==> config.mk <==
export PLATFORM = sky130hd
export DESIGN_NAME = multicycle_controller
export DESIGN_NICKNAME = d
export VERILOG_FILES = /design/src/rtl/multicycle_controller.sv
export SDC_FILE = /design/constraint.sdc
export NUM_CORES = 1
export LEC_CHECK = 0
export CORE_MARGIN = 2
export CORE_UTILIZATION = 33
export CTS_CLUSTER_DIAMETER = 200
export DETAILED_ROUTE_END_ITERATION = 8
export PLACE_DENSITY = 0.73
export SLEW_MARGIN = 20
export SYNTH_ARGS = -nofsm -noshare
export SYNTH_HDL_FRONTEND = slang
export SYNTH_SLANG_ARGS = --single-unit
==> constraint.sdc <==
create_clock -name clk -period 1.5 [get_ports clk]
set_clock_uncertainty 0.2 [all_clocks]
set_input_delay 0.225 -clock clk [delete_from_list [all_inputs] [get_ports clk]]
set_output_delay 0.225 -clock clk [all_outputs]
set_load 0.005 [all_outputs]
==> src/rtl/multicycle_controller.sv <==
// Multicycle RISC-V-style controller: Moore FSM sequencing fetch, decode,
// memory, ALU, branch and jump steps, plus combinational ALU/immediate decode.
//
// state    | meaning
// ---------+---------------------------------------------------------
// FETCH    | load IR from memory, PC <= PC + 4
// DECODE   | read registers, compute PC + imm; flag unsupported ops
// MEMADR   | compute load/store address rs1 + imm
// MEMREAD  | read data memory at computed address
// MEMWB    | write loaded data to rd
// MEMWRITE | write rs2 to data memory
// EXECUTER | R-type ALU operation rs1 op rs2
// EXECUTEI | I-type ALU operation rs1 op imm
// ALUWB    | write ALU result to rd
// BEQ      | compare rs1 - rs2, take branch when Zero
// JAL      | PC <= target, compute link address PC + 4
module multicycle_controller (
  input  logic       clk,
  input  logic       rst_n,
  input  logic [6:0] op,
  input  logic [2:0] funct3,
  input  logic       funct7b5,
  input  logic       Zero,
  output logic       PCWrite,
  output logic       AdrSrc,
  output logic       MemWrite,
  output logic       IRWrite,
  output logic       RegWrite,
  output logic [1:0] ResultSrc,
  output logic [1:0] ALUSrcA,
  output logic [1:0] ALUSrcB,
  output logic [1:0] ImmSrc,
  output logic [2:0] ALUControl,
  output logic       InstrDone,
  output logic       IllegalOp
);

  typedef enum logic [3:0] {
    FETCH, DECODE, MEMADR, MEMREAD, MEMWB, MEMWRITE,
    EXECUTER, EXECUTEI, ALUWB, BEQ, JAL
  } stateT;

  stateT state, nextState;

  logic       opLegal;
  logic       pcUpdate, branch, irWriteRaw, regWriteRaw, memWriteRaw, doneRaw;
  logic [1:0] aluOp;

  // State register; reset parks the machine in FETCH
  always_ff @(posedge clk or negedge rst_n) begin
    if (!rst_n) state <= FETCH;
    else        state <= nextState;
  end

  // Supported opcode detection, used in DECODE
  always_comb begin
    opLegal = 1'b0;
    case (op)
      7'b0000011, 7'b0100011, 7'b0110011,
      7'b0010011, 7'b1100011, 7'b1101111: opLegal = 1'b1;
      default:                            opLegal = 1'b0;
    endcase
  end

  // Next-state logic and Moore outputs
  always_comb begin
    nextState   = FETCH;
    pcUpdate    = 1'b0;
    branch      = 1'b0;
    irWriteRaw  = 1'b0;
    regWriteRaw = 1'b0;
    memWriteRaw = 1'b0;
    doneRaw     = 1'b0;
    AdrSrc      = 1'b0;
    ResultSrc   = 2'b00;
    ALUSrcA     = 2'b00;
    ALUSrcB     = 2'b00;
    aluOp       = 2'b00;
    case (state)
      FETCH: begin
        nextState  = DECODE;
        irWriteRaw = 1'b1;
        ALUSrcB    = 2'b10;
        ResultSrc  = 2'b10;
        pcUpdate   = 1'b1;
      end
      DECODE: begin
        ALUSrcA = 2'b01;
        ALUSrcB = 2'b01;
        case (op)
          7'b0000011, 7'b0100011: nextState = MEMADR;
          7'b0110011:             nextState = EXECUTER;
          7'b0010011:             nextState = EXECUTEI;
          7'b1100011:             nextState = BEQ;
          7'b1101111:             nextState = JAL;
          default:                nextState = FETCH;
        endcase
        doneRaw = ~opLegal;
      end
      MEMADR: begin
        ALUSrcA   = 2'b10;
        ALUSrcB   = 2'b01;
        nextState = (op == 7'b0000011) ? MEMREAD : MEMWRITE;
      end
      MEMREAD: begin
        AdrSrc    = 1'b1;
        nextState = MEMWB;
      end
      MEMWB: begin
        ResultSrc   = 2'b01;
        regWriteRaw = 1'b1;
        doneRaw     = 1'b1;
      end
      MEMWRITE: begin
        AdrSrc      = 1'b1;
        memWriteRaw = 1'b1;
        doneRaw     = 1'b1;
      end
      EXECUTER: begin
        ALUSrcA   = 2'b10;
        aluOp     = 2'b10;
        nextState = ALUWB;
      end
      EXECUTEI: begin
        ALUSrcA   = 2'b10;
        ALUSrcB   = 2'b01;
        aluOp     = 2'b10;
        nextState = ALUWB;
      end
      ALUWB: begin
        regWriteRaw = 1'b1;
        doneRaw     = 1'b1;
      end
      BEQ: begin
        ALUSrcA = 2'b10;
        aluOp   = 2'b01;
        branch  = 1'b1;
        doneRaw = 1'b1;
      end
      JAL: begin
        ALUSrcA   = 2'b01;
        ALUSrcB   = 2'b10;
        pcUpdate  = 1'b1;
        nextState = ALUWB;
      end
      default: nextState = FETCH;
    endcase
  end

  // Write enables and pulses are held off while reset is asserted, since the
  // reset state FETCH would otherwise request IR and PC writes
  always_comb begin
    PCWrite   = rst_n & (pcUpdate | (branch & Zero));
    IRWrite   = rst_n & irWriteRaw;
    RegWrite  = rst_n & regWriteRaw;
    MemWrite  = rst_n & memWriteRaw;
    InstrDone = rst_n & doneRaw;
    IllegalOp = rst_n & (state == DECODE) & ~opLegal;
  end

  // Immediate format select, decoded from op in every state
  always_comb begin
    ImmSrc = 2'b00;
    case (op)
      7'b0100011: ImmSrc = 2'b01;
      7'b1100011: ImmSrc = 2'b10;
      7'b1101111: ImmSrc = 2'b11;
      default:    ImmSrc = 2'b00;
    endcase
  end

  // ALU operation decode; subtract for R-type only when op[5] and funct7b5
  always_comb begin
    ALUControl = 3'b000;
    case (aluOp)
      2'b00: ALUControl = 3'b000;
      2'b01: ALUControl = 3'b001;
      default: begin
        case (funct3)
          3'b000:  ALUControl = (op[5] & funct7b5) ? 3'b001 : 3'b000;
          3'b010:  ALUControl = 3'b101;
          3'b110:  ALUControl = 3'b011;
          3'b111:  ALUControl = 3'b010;
          default: ALUControl = 3'b000;
        endcase
      end
    endcase
  end

endmodule

==> results.toml <==
[detailed_routing]
drc = 0
vias = 1015
dr.pass1.iters = 4
post_drt_via_cell_ratio = 6.114
drt-total-wl_um = 3634
drt_iter0_markers = 22
wire_per_inst_um = 21.89
ant_nets = 0

[floorplanning]
core-area_sq_um = 1541
dieHeight_um = 45.17
start_util_pct = 36.28
die-width_um = 45.17
rows = 14
io_pins = 32
die_area_sq_um = 2040

[sta]
finalHoldViolations = 0
setup-violations-final = 20
post-route-period-util_pct = 129.0
slew_viol_final = 0
grt_setup_unrepaired = "yes"
worst_pin_slew_ns = 0.3476
post-route-min-period_ns = 1.936
whs_ns = 0.1261
fmax_mhz = 516.6
layout_setup_ws_ns = -0.4357
slew_headroom_pct = 76.82

[pwr]
vdd_drop_max_uv = 904.5
power_density_nw_per_um2 = 815.3
pwr-share-seq_pct = 12.5
clockPowerShare_pct = 12.4
switching_share_pct = 42.85
finalPower_mw = 1.162
p_int_mw = 0.6640
p_leak_nw = 0.6885
power_switching_mw = 0.4978
p_comb_share_pct = 75.2

[global_route]
track_usage_pct = 27.88
grt_pass1_wl_um = 4064
grt_pass1_vias = 867
antenna_found_initial = 0
grt_overflow = 0
grt_max_degree = 11

[cells_and_area]
final_cell_count_no_fill = 166
largest_register_ffs = 4
n_antenna_cell = 0
design_area_sq_um = 1425
top_register = "state"
layout.nets = 166
top_regs = "state (4)"
drive_gt1_share_pct = 78.00
area_delta_synth_final_pct = 154.8

[min_path]
min_path_type = "input pin to async pin"

[synth]
post-synth-top-area-cell = "dfrtp_1"
netlist_area_sq_um = 559.3
seq_area_frac_synth_pct = 17.90
synthAdderAreaFrac_pct = 0
synthXorXnorAreaFrac_pct = 6.264
synth.top_cells.by_area = "dfrtp_1, nand2_1, nor2_1"
avgSynthCellArea_sq_um = 7.359
synth_top_cell_area_share_pct = 17.90
yosysWarnings = 0
synthTopCellsByCount = "nand2_1, nor2_1, a21oi_1, buf_2"
synth_top_family_by_area = "simple AND/OR/NAND/NOR gates"
synthArstFlopShare_pct = 100.0
syn-instance-count = 76
synth-seq-cells = 4
synthSimpleGateAreaFrac_pct = 47.43
synth_flop_cell = "dfrtp_1"
synth_edf_count = 0
synth.area.mux_share_pct = 0
synth-compound-area-share_pct = 21.25
synthDistinctLibCells = 32
synth_fp_nets = 90

[worst_setup_path]
worst_setup_path_end_kind = "output pin"
reg2regPathDepth = 7
crit_fanout = 6
worstReg2RegStart = "state[3]$_DFF_PN0_"
cp_data_arrival_time_ns = 1.51
rrSetupSlack_ns = -0.18
cp-start-kind = "flip-flop"
crit_path_start = "state[3]$_DFF_PN0_"
cp.required_ns = 1.07
path_class = "flip-flop to output pin"
r2r-end = "state[3]$_DFF_PN0_"
crit_end = "ALUControl[0]"

[run]
cap_viol_max_count = 0

[placed_design]
dpl.hpwl_um = 1578
placed_area_sq_um = 1091
port_buffers = 31
gpl.final_weighted_congestion = 0.7577
pre_cts_ws_ns = -0.9670
dp.cells = 146

[clocking]
cts.sinks = 4
cts_tree = "built"
clock_path_buffers = 2
clock_latency_ns = 0.24
clockRootBuffer = "clkbuf_4"
cts.clk_slew.worst_paths_ns = 0.04
hold_buffers = 0
cts_htree_levels = 1
cts_made_buffers = 3

[run_status]
status = "complete, but fails checks"
violations = "negative setup slack"
## through the flow
stage / utilization (%) / setup TNS (ns)
3_3_place_gp: 70.78 / -10.73
5_1_grt: 92.45 / -6.437
6_report: 92.45 / -5.285
4_1_cts: 79.46 / -4.251
3_5_place_dp: 70.78 / -11.31
2_1_floorplan: - / -0.07254
## repair_timing
action,CTS,global route
buffers inserted,8,10
endpoints found under the hold margin,0,0
pin swaps,18,27
gates resized for setup,132,36
setup endpoints to repair,21,20
## cell usage in the layout (no fill, tap or decap), types with 3 or more instances in the layout
cell,instances
buf_4,33
buf_6,15
a21oi_2,4
nor2_4,4
clkbuf_4,3
nor2_1,6
buf_2,21
dfrtp_1,4
nand2_2,5
nor3_2,4
clkdlybuf4s50_1,6
## worst max-delay path: stages, from the launching register on
cell	delay, ns
dfrtp_1	0.42
buf_6	0.15
buf_12	0.13
clkinv_8	0.05
nand2_8	0.06
o41ai_2	0.26
buf_2	0.20
## worst min path at each step
stage	end	cells past startpoint	slack, ns	start
3_3_place_gp	state[2]$_DFF_PN0_	2	0.34	rst_n
4_1_cts	state[2]$_DFF_PN0_	2	0.13	rst_n
5_1_grt	state[2]$_DFF_PN0_	2	0.13	rst_n
6_report	state[3]$_DFF_PN0_	2	0.13	rst_n
2_1_floorplan	state[0]$_DFF_PN0_	0	-0.27	rst_n
3_5_place_dp	state[2]$_DFF_PN0_	2	0.35	rst_n
## power by group through the flow
| stage | Clock, mW | Combinational [mW] | Sequential, mW |
|---|---|---|---|
| after floorplan | 0 | 0.271 | 0.148 |
| after global placement | 0 | 0.680 | 0.138 |
| after detailed placement | 0 | 0.691 | 0.138 |
| after CTS | 0.137 | 0.710 | 0.138 |
| after global routing | 0.148 | 0.928 | 0.151 |
| final | 0.144 | 0.873 | 0.145 |
## per-layer routing
layer  GRT usage [%]  up-vias  wire length, um
li1                -      418                -
met1           28.95      487             1198
met2           53.71       86             1922
met3           4.400       24              302
met4           12.35        0              211
met5               0        -                0
## final cells by class
type | instances | area [sq um]
clock buffers | 3 | 22.52
flip-flops and latches | 4 | 100.1
repair buffers | 77 | 616.8
inverters | 3 | 23.77
fillers | 59 | 116.4
well taps | 16 | 20.02
multi-input cells | 63 | 641.9
## cell families (layout without fill, tap and decap cells)
group | Yosys count | in the layout
flip-flops | 4 | 4
buffers and inverters | 9 | 83
AND/OR/NAND/NOR | 44 | 44
XOR/XNOR | 4 | 4
AO/OA/AOI/OAI | 15 | 15
Power figures use the tool's default switching activity.
